**src/rtl/glb_dma_hdr_agen_pkg.sv**
```systemverilog
// ============================================================================
// glb_dma_hdr_agen_pkg : shared types for the GLB DMA header address generator
// Rev 1.0 - initial release
// ============================================================================
`default_nettype none

package glb_dma_hdr_agen_pkg;

    localparam int GLB_ADDR_WIDTH      = 22;
    localparam int MAX_NUM_WORDS_WIDTH = 21;
    localparam int GLB_BANK_DATA_WIDTH = 64;
    localparam int GLB_CGRA_DATA_WIDTH = 16;
    localparam int BEAT_BYTES          = GLB_BANK_DATA_WIDTH / 8;
    localparam int WORDS_PER_BEAT      = GLB_BANK_DATA_WIDTH / GLB_CGRA_DATA_WIDTH;

    typedef struct packed {
        logic                           valid;
        logic [GLB_ADDR_WIDTH-1:0]      start_addr;
        logic [MAX_NUM_WORDS_WIDTH-1:0] num_words;
    } dma_header_t;

    typedef enum logic [1:0] {
        IDLE   = 2'd0,
        LOAD   = 2'd1,
        STREAM = 2'd2,
        NEXT   = 2'd3
    } dma_agen_state_e;

    typedef struct packed {
        logic                      en;
        logic [GLB_ADDR_WIDTH-1:0] addr;
        logic                      last;
    } rd_req_t;

endpackage

`default_nettype wire

```
**src/rtl/glb_hdr_fifo.sv**
```systemverilog
// ============================================================================
// glb_hdr_fifo : synchronous FIFO, type- and depth-parametrised (depth 2^n)
// Rev 1.0 - initial release
// ============================================================================
`default_nettype none

module glb_hdr_fifo #(
    parameter int  DEPTH = 4,
    parameter type T     = logic
) (
    input  logic                         clk,
    input  logic                         rst_n,
    input  logic                         i_push,
    input  T                             i_data,
    input  logic                         i_pop,
    output T                             o_data,
    output logic                         o_full,
    output logic                         o_empty,
    output logic [$clog2(DEPTH+1)-1:0]   o_count
);

    localparam int c_pw = $clog2(DEPTH);
    localparam int c_cw = $clog2(DEPTH + 1);

    T                  r_mem [DEPTH];
    logic [c_pw-1:0]   r_wr_ptr;
    logic [c_pw-1:0]   r_rd_ptr;
    logic [c_cw-1:0]   r_count;
    logic              w_wr;
    logic              w_rd;

    assign w_rd    = i_pop && !o_empty;
    // A full FIFO may still take a write when the head leaves in the same cycle
    assign w_wr    = i_push && (!o_full || w_rd);
    assign o_full  = (r_count == c_cw'(DEPTH));
    assign o_empty = (r_count == '0);
    assign o_count = r_count;
    assign o_data  = r_mem[r_rd_ptr];

    always_ff @(posedge clk) begin
        if (w_wr) begin
            r_mem[r_wr_ptr] <= i_data;
        end
    end

    always_ff @(posedge clk or negedge rst_n) begin
        if (!rst_n) begin
            r_wr_ptr <= '0;
            r_rd_ptr <= '0;
            r_count  <= '0;
        end else begin
            if (w_wr) begin
                r_wr_ptr <= r_wr_ptr + 1'b1;
            end
            if (w_rd) begin
                r_rd_ptr <= r_rd_ptr + 1'b1;
            end
            r_count <= r_count + c_cw'(w_wr) - c_cw'(w_rd);
        end
    end

endmodule

`default_nettype wire

```
**src/rtl/glb_dma_hdr_agen.sv**
```systemverilog
// ============================================================================
// glb_dma_hdr_agen : DMA header queue + bank-word read address generator
// Optional beat counter output enabled by macro GLB_DMA_BEAT_CNT_EN
// Rev 1.0 - initial release
// ============================================================================
`default_nettype none

module glb_dma_hdr_agen
    import glb_dma_hdr_agen_pkg::*;
#(
    parameter int QUEUE_DEPTH     = 4,
    parameter int ADDR_WIDTH      = GLB_ADDR_WIDTH,
    parameter int NUM_WORDS_WIDTH = MAX_NUM_WORDS_WIDTH,
    parameter int BANK_DATA_WIDTH = GLB_BANK_DATA_WIDTH,
    parameter int CGRA_DATA_WIDTH = GLB_CGRA_DATA_WIDTH
) (
    input  logic                               clk,
    input  logic                               reset_n,
    input  logic                               cfg_hdr_wr_en,
    input  dma_header_t                        cfg_hdr,
    output logic                               cfg_hdr_full,
    output logic [$clog2(QUEUE_DEPTH+1)-1:0]   cfg_hdr_count,
    input  logic                               start_pulse,
    input  logic                               stall,
    output logic                               rd_req_en,
    output logic [ADDR_WIDTH-1:0]              rd_req_addr,
    output logic                               rd_req_last,
    output logic                               hdr_done_pulse,
    output logic                               queue_done_pulse,
    output logic                               busy,
    output logic                               err_overflow,
    input  logic                               clr_err
`ifdef GLB_DMA_BEAT_CNT_EN
    ,
    output logic [31:0]                        beat_cnt
`endif
);

    localparam int c_beat_bytes = BANK_DATA_WIDTH / 8;
    localparam int c_wpb        = BANK_DATA_WIDTH / CGRA_DATA_WIDTH;
    localparam int c_wpb_sh     = $clog2(c_wpb);
    localparam int c_bw         = NUM_WORDS_WIDTH + 1;

    localparam logic [1:0] S_IDLE   = IDLE;
    localparam logic [1:0] S_LOAD   = LOAD;
    localparam logic [1:0] S_STREAM = STREAM;
    localparam logic [1:0] S_NEXT   = NEXT;

    logic [1:0]              r_state;
    logic [1:0]              w_state_nxt;
    logic                    r_en;
    logic [ADDR_WIDTH-1:0]   r_addr;
    logic                    r_last;
    logic [c_bw-1:0]         r_remain;
    logic                    r_qd_idle;
    logic                    r_err;

    dma_header_t             w_head;
    logic                    w_full;
    logic                    w_empty;
    logic                    w_pop;
    logic                    w_push_req;
    logic                    w_push;
    logic                    w_overflow;
    logic                    w_accept;
    logic [c_bw-1:0]         w_beats;
    logic [ADDR_WIDTH-1:0]   w_head_addr;

    assign w_pop      = (r_state == S_LOAD);
    assign w_push_req = cfg_hdr_wr_en && cfg_hdr.valid;
    assign w_push     = w_push_req && (!w_full || w_pop);
    assign w_overflow = w_push_req && w_full && !w_pop;
    assign w_accept   = r_en && !stall;

    // Round up to whole beats; widened by one bit so the +3 cannot overflow
    assign w_beats     = (c_bw'(w_head.num_words) + c_bw'(c_wpb - 1)) >> c_wpb_sh;
    assign w_head_addr = ADDR_WIDTH'(w_head.start_addr) & ~ADDR_WIDTH'(c_beat_bytes - 1);

    glb_hdr_fifo #(
        .DEPTH (QUEUE_DEPTH),
        .T     (dma_header_t)
    ) u_hdr_fifo (
        .clk     (clk),
        .rst_n   (reset_n),
        .i_push  (w_push),
        .i_data  (cfg_hdr),
        .i_pop   (w_pop),
        .o_data  (w_head),
        .o_full  (w_full),
        .o_empty (w_empty),
        .o_count (cfg_hdr_count)
    );

    always_comb begin
        w_state_nxt = r_state;
        case (r_state)
            S_IDLE: begin
                if (start_pulse && !w_empty) begin
                    w_state_nxt = S_LOAD;
                end
            end
            S_LOAD: begin
                w_state_nxt = (w_beats == '0) ? S_NEXT : S_STREAM;
            end
            S_STREAM: begin
                if (w_accept && r_last) begin
                    w_state_nxt = S_NEXT;
                end
            end
            default: begin
                w_state_nxt = w_empty ? S_IDLE : S_LOAD;
            end
        endcase
    end

    always_ff @(posedge clk or negedge reset_n) begin
        if (!reset_n) begin
            r_state   <= S_IDLE;
            r_en      <= 1'b0;
            r_addr    <= '0;
            r_last    <= 1'b0;
            r_remain  <= '0;
            r_qd_idle <= 1'b0;
            r_err     <= 1'b0;
        end else begin
            r_state   <= w_state_nxt;
            r_qd_idle <= (r_state == S_IDLE) && start_pulse && w_empty;

            // A same-cycle overflow takes priority over the clear
            if (w_overflow) begin
                r_err <= 1'b1;
            end else if (clr_err) begin
                r_err <= 1'b0;
            end

            case (r_state)
                S_LOAD: begin
                    r_remain <= w_beats;
                    r_en     <= (w_beats != '0);
                    r_last   <= (w_beats == c_bw'(1));
                    r_addr   <= (w_beats != '0) ? w_head_addr : '0;
                end
                S_STREAM: begin
                    if (w_accept) begin
                        if (r_last) begin
                            r_en   <= 1'b0;
                            r_last <= 1'b0;
                            r_addr <= '0;
                        end else begin
                            r_addr   <= r_addr + ADDR_WIDTH'(c_beat_bytes);
                            r_remain <= r_remain - 1'b1;
                            r_last   <= (r_remain == c_bw'(2));
                        end
                    end
                end
                default: begin
                end
            endcase
        end
    end

`ifdef GLB_DMA_BEAT_CNT_EN
    logic [31:0] r_beat_cnt;

    always_ff @(posedge clk or negedge reset_n) begin
        if (!reset_n) begin
            r_beat_cnt <= '0;
        end else if (clr_err) begin
            r_beat_cnt <= '0;
        end else if (w_accept && (r_beat_cnt != '1)) begin
            r_beat_cnt <= r_beat_cnt + 32'd1;
        end
    end

    assign beat_cnt = r_beat_cnt;
`endif

    assign cfg_hdr_full     = w_full;
    assign rd_req_en        = r_en;
    assign rd_req_addr      = r_addr;
    assign rd_req_last      = r_last;
    assign hdr_done_pulse   = (r_state == S_NEXT);
    assign queue_done_pulse = ((r_state == S_NEXT) && w_empty) || r_qd_idle;
    assign busy             = (r_state != S_IDLE);
    assign err_overflow     = r_err;

endmodule

`default_nettype wire
```
**config.mk**
```make
export PLATFORM = sky130hd
export DESIGN_NAME = glb_dma_hdr_agen
export DESIGN_NICKNAME = d
export VERILOG_FILES = /design/src/rtl/glb_dma_hdr_agen_pkg.sv /design/src/rtl/glb_hdr_fifo.sv /design/src/rtl/glb_dma_hdr_agen.sv
export SDC_FILE = /design/constraint.sdc
export NUM_CORES = 1
export LEC_CHECK = 0
export ABC_AREA = 0
export BUFFER_PORTS_ARGS = -buffer_cell sky130_fd_sc_hd__buf_2
export CAP_MARGIN = 25
export CORE_MARGIN = 2
export CORE_UTILIZATION = 40
export CTS_CLUSTER_SIZE = 8
export DETAILED_ROUTE_END_ITERATION = 12
export PLACE_DENSITY = 0.55
export SYNTH_ARGS = -nofsm -noshare
export SYNTH_HDL_FRONTEND = slang
export SYNTH_SLANG_ARGS = --single-unit
```
**constraint.sdc**
```tcl
create_clock -name clk -period 3.7 [get_ports clk]
set_input_delay 0 -clock clk [delete_from_list [all_inputs] [get_ports clk]]
set_output_delay 0 -clock clk [all_outputs]
set_load 0.05 [all_outputs]
```
# Word level (Yosys, flattened, before mapping)
# Memories as Yosys holds them, arrays and structs flattened.
# Index checks and enable logic that the tools add are counted.
# word_totals
in_bits	50
romBits	0
wordCells	81
n_memories	1
mem_bits_rw	176
reg_bits	57
out_inout_bits	32
latchBits	0
# mem_list
name	words	word_bits	rd	rd_clocked_by_memory_dff	write_ports	line	rtl
u_hdr_fifo.r_mem	4	44	1	0	1	glb_hdr_fifo.sv:25	T r_mem [DEPTH];
# classes
add_sub_neg	7
multipliers	0
bitwise_logic	0
magnitude_cmp	0
reduce_logical	30
n_mux	22
n_div	0
shift	0
n_eq_ne	11
# ops
op	n
$mux W22	5
$pmux W22 S2	2
$add A21 B2 Y22 const B	1
$add A22 B4 Y22 const B	1
$eq A22 B2 Y1 const B	1
$logic_not A22 Y1	1
$reduce_bool A22 Y1	1
$sub A22 B1 Y22 const B	1
$eq A20 B1 Y1 const B	1
$logic_and A1 B1 Y1	12
$mux W1	10
$ne A2 B2 Y1 const B	5
$pmux W2 S3	1
$reduce_and A3 Y1	2
$reduce_bool A2 Y1	3
$add A2 B1 Y2 const B	2
$eq A2 B2 Y1 const B	2
$logic_not A1 Y1	4
$mux W2	2
$pmux W1 S2	2
$reduce_and A2 Y1	2
$add A3 B1 Y3	1
$eq A3 B3 Y1 const B	1
$logic_not A3 Y1	1
4 further kinds	6

# Logic depth before layout (Yosys ltp)
# depth
word_depth	7
mapped_depth	11

# Hierarchy
# A second synthesis with hierarchy kept.
# unflattened
hier_cells	653
area_unflattened_um2	10050.9
# modules_own_cells
module	cells_per_inst	area_each_um2	instances	seq_area_each_um2
glb_hdr_fifo	265	6785.3	1	5460.2
glb_dma_hdr_agen	388	3265.6	1	1176.1

# Worst setup path after synthesis
# No wires, ideal clock.
# synth_path
kind	register to register
startpoint	register u_hdr_fifo.r_rd_ptr[0]
endpoint	register r_addr[12] (netlist: rd_req_addr[12])
setup_slack_ps	620
period_less_slack_ps	3080
setup_time_ps	124
required_ps	3576
arrival_time_ps	2956
path_stages_with_launch	11
cell_sequence	dfrtp_1 > buf_6 > mux4_2 > nor4_2 > nand2_1 > or4b_1 > a221o_1 > o31a_1 > buf_6 > buf_8 > a211o_1
# synth_between
elab_chain_len	5
# synth_rtl
item	line	rtl
start, declared	glb_hdr_fifo.sv:27	logic [c_pw-1:0] r_rd_ptr;
start signal, assigned	glb_hdr_fifo.sv:56	r_rd_ptr <= r_rd_ptr + 1'b1;
$mem_v2 Z4 W44 (*)	-	
$add A21 B2 Y22	glb_dma_hdr_agen.sv:76	assign w_beats = (c_bw'(w_head.num_words) + c_bw'(c_wpb - 1)) >> c_wpb_sh;
$reduce_bool A22 Y1	glb_dma_hdr_agen.sv:141	r_addr <= (w_beats != '0) ? w_head_addr : '0;
$mux W22 (*)	glb_dma_hdr_agen.sv:141	
$pmux W22 S2 (*)	glb_dma_hdr_agen.sv:136	case (r_state)
end signal, assigned	glb_dma_hdr_agen.sv:141	
end signal, assigned	glb_dma_hdr_agen.sv:150	r_addr <= r_addr + ADDR_WIDTH'(c_beat_bytes);
end, declared	glb_dma_hdr_agen.sv:52	logic [ADDR_WIDTH-1:0] r_addr;
# Every way passes the cells marked *; elsewhere a longest branch is shown, timed or not.
# A chain may end at the register's enable or synchronous reset.

# Worst setup path after layout
# layout_path
startpoint	register u_hdr_fifo.r_rd_ptr[1]
endpoint	register r_addr[15] (netlist: rd_req_addr[15])
# Same word-level chain as after synthesis.

==> summary.md <==
| Metric | Value |
|---|---|
| Worst r2r src | `u_hdr_fifo.r_rd_ptr[1]$_DFFE_PN0P_` |
| CP most frequent cell | `a221o_1` |
| Mean number of vias per cell | `5.44` |
| CTS root buffer | `clkbuf_16` |
| Post-route ant nets | `0` |
| FFs w/ async S/R, synth | `25.2%` |
| Crit path buffers/inverters | `1` |
| Total grt overflow | `0` |
| First-pass GRT wire length | `33.5 mm` |
| PwrDens | `827 mW/mm2` |
| Final Hold Fails | `0` |
| Largest area contributor in the netlist | `edfxtp_1` |
| FP Rows | `56` |
| Critical-path top delay cell | `dfrtp_2` |
| CP Capture Type | `register` |
| CP peak stage delay | `670 ps` |
| Max clock buf depth | `3` |
| WP data arrival | `3880 ps` |
| Wire per inst | `19.0 um` |
| CP Class | `reg2reg` |
| Die Ht | `159 um` |
| Dpl cells | `1045` |
| Worst Clk Skew | `19.0 ps` |
| Reg2Reg Setup Slack | `240 ps` |
| Proportion of layout cells with a drive suffix above 1 | `21.4%` |
| Number of global-route vias before repair | `6163` |
| Largest net degree at the start of global routing | `55` |
| Worst skew pair latency | `550 ps` |
| Total track usage | `17.4%` |
| Initial core utilization | `40.7%` |
| Num CTS Buffers | `30` |
| Clk sinks | `214` |
| Synthesis-to-finish area growth | `22.0%` |
| Most frequent cell after synthesis | `edfxtp_1` |
| Min Clock Period, post-route | `3460 ps` |
| Post-CTS Setup Inserts | `0` |
| Clk slew on worst S/H paths | `50 ps` |
| Die area | `0.0252 mm2` |
| Max Cap Viol | `0` |
| Crit path cell chain | `buf_4, mux4_2, and2_4, or4b_1, a221o_1, o31a_1, a221o_1` |
| Max IR drop VDD | `421 uV` |
| Worst slew pin tran | `779 ps` |
| Final Max Tran Viols | `0` |
| Setup_tns | `0 ps` |
| Initial DRT Pass Iterations | `7` |
| Worst-path fanout max | `21` |
| Outcome | `finished, final reports clean` |
| Distinct cell type count after synthesis | `63` |
| HP Class | `in2async` |
| Drt drc | `0` |
| Synth top area share | `50.2%` |
| Nets | `869` |
| Critical Path Start Type | `register` |
| Fmax | `0.289 GHz` |
| Period utilisation layout | `93.5%` |
| Syn avg cell area | `14.5 um2` |
| FF+latch count, synth | `214` |
| I/O pin count | `82` |
| Setup violators final | `0` |
| Number of synthesis warnings | `0` |
| Ys flop type | `edfxtp_1` |
| Initial antenna violation count | `0` |
| Commonest cells in the netlist | `edfxtp_1 (160), dfrtp_1 (54), nand2_1 (41)` |
| Fin util | `49.7%` |
| Fill count | `2011` |
| DP HPWL | `13.7 mm` |
| Critical path's top delay family | `compound AO/OA/AOI/OAI gates` |
| Syn Inst Count | `660` |
| # port buffers | `75` |
| Ant diodes | `0` |
| Unrepaired setup endpoints after global routing | `false` |
| Finished Layout Cells | `1148` |
| Routed WL | `21.8 mm` |
| Chip width | `159 um` |
| Number of synthesized flops with an enable pin | `160` |
| CTS HTree Levels | `1` |
| Rel. slew slack | `48.1%` |
| Top post-synthesis cells by area | `edfxtp_1 (50%), dfrtp_1 (14%), mux4_2 (7.5%), o21ai_0 (2.1%), xnor2_1 (1.7%)` |
| Cell Area, Synth | `0.00956 mm2` |
| Iter 0 DRT Violations | `412` |
| Vias | `6246` |
| Worst hold slack | `173 ps` |
| Worst reg-to-reg path cell count | `7` |
| Crit path required time | `4130 ps` |
| Sequential share of the synthesized area | `64.4%` |
| RR Endpoint | `rd_req_addr[15]$_DFFE_PN0P_` |
| Core Box Area | `0.0235 mm2` |
| Gpl congestion | `0.838` |
| LEAKAGE | `4.24 nW` |
| CTS tree | `yes` |
## tightest hold or removal path, delay by kind of cell
kind / cells / cell delay, ps
buf+inv: 3 / 1220
## sequential cells by signal, indices dropped and copies added, names as in the netlist
name / count
rd_req_last: 1
r_state: 2
rd_req_en: 1
r_remain: 22
rd_req_addr: 19
r_qd_idle: 1
u_hdr_fifo.o_count: 3
u_hdr_fifo.r_wr_ptr: 2
u_hdr_fifo.r_mem: 160
u_hdr_fifo.r_rd_ptr: 2
err_overflow: 1
## layout by cell type, fill, tap and decap left out, types with 5 or more instances in the layout
master         count
edfxtp_1         160
nor2_1            38
or3_1              7
xnor2_1           19
dlygate4sd3_1     47
ha_1              13
nor2b_1            7
o21ai_0           40
nand4_1           11
dfrtp_1           52
a221oi_1           7
a31oi_1            5
nand2_1           41
a21oi_1           25
nand3_1           16
nor4_1            10
xor2_1             6
buf_4             19
inv_1             17
nor3_1            19
buf_2             75
mux2i_1            8
mux4_2            32
and3_1             7
a221o_1            7
or4_1              6
and4_1             5
a21o_1             8
clkbuf_16         30
clkbuf_1          25
## how the worst max path moves through the flow
stage | slack (ps) | cells past startpoint | endpoint | startpoint
floorplan | 620 | 10 | rd_req_addr[12]$_DFFE_PN0P_ | u_hdr_fifo.r_rd_ptr[0]$_DFFE_PN0P_
detailed placement | 140 | 7 | rd_req_addr[15]$_DFFE_PN0P_ | u_hdr_fifo.r_rd_ptr[0]$_DFFE_PN0P_
CTS | 140 | 7 | rd_req_addr[15]$_DFFE_PN0P_ | u_hdr_fifo.r_rd_ptr[0]$_DFFE_PN0P_
global route | 40 | 9 | rd_req_addr[11]$_DFFE_PN0P_ | u_hdr_fifo.r_rd_ptr[0]$_DFFE_PN0P_
global placement | 190 | 7 | rd_req_addr[7]$_DFFE_PN0P_ | u_hdr_fifo.r_rd_ptr[0]$_DFFE_PN0P_
finish | 240 | 7 | rd_req_addr[15]$_DFFE_PN0P_ | u_hdr_fifo.r_rd_ptr[1]$_DFFE_PN0P_
## cell families after synthesis
| kind of cell | after synthesis | share of synthesized area, % |
|---|---|---|
| fa+ha+maj | 14 | 1.91 |
| buf+inv | 47 | 2.37 |
| other cells | 1 | 0.0392 |
| compound gates | 120 | 8.32 |
| xor+xnor | 25 | 2.29 |
| simple gates | 193 | 11.0 |
| flops | 214 | 64.4 |
| mux | 46 | 9.71 |
## per-stage QoR
step                      cell area, um2  worst slack, ps  power (mW)
after floorplan                     9570              620        6.16
after global placement             10300              191        7.06
after detailed placement           10300              145        7.16
after CTS                          11700              141        9.73
after global routing               11700             38.9        10.2
final                              11700              242        9.65
## report_power, final
part,internal [mW],switching [mW]
Sequential,3.09,0.457
Clock,1.51,0.971
Combinational,1.37,2.24
## metal layers
layer	part of all wire, %	vias to the layer above	routed length (um)	track usage, %
met5	0	-	0	0
met4	2.7	0	590	6.61
met3	5.7	41	1250	2.45
met2	47	217	10400	28.3
met1	44	3109	9630	23.8
li1	-	2879	-	-
## area by class of cell
class                      count  area, um2  share of cell area, %
clock buffer                  55        845                   7.24
clock inverter                 1       16.3                  0.139
inverter                      17       63.8                  0.547
multi-input combinational    401       3190                   27.4
sequential                   214       6160                   52.8
tap                          319        399                   3.42
timing repair buffer         141        988                   8.47
## repair_timing
item / in CTS / in global routing
endpoints found under the hold margin: 219 / 0
gates resized for setup: 0 / 1
hold buffers: 47 / 0
setup endpoints to repair: 0 / 4
(Power assumes the default switching activity.)
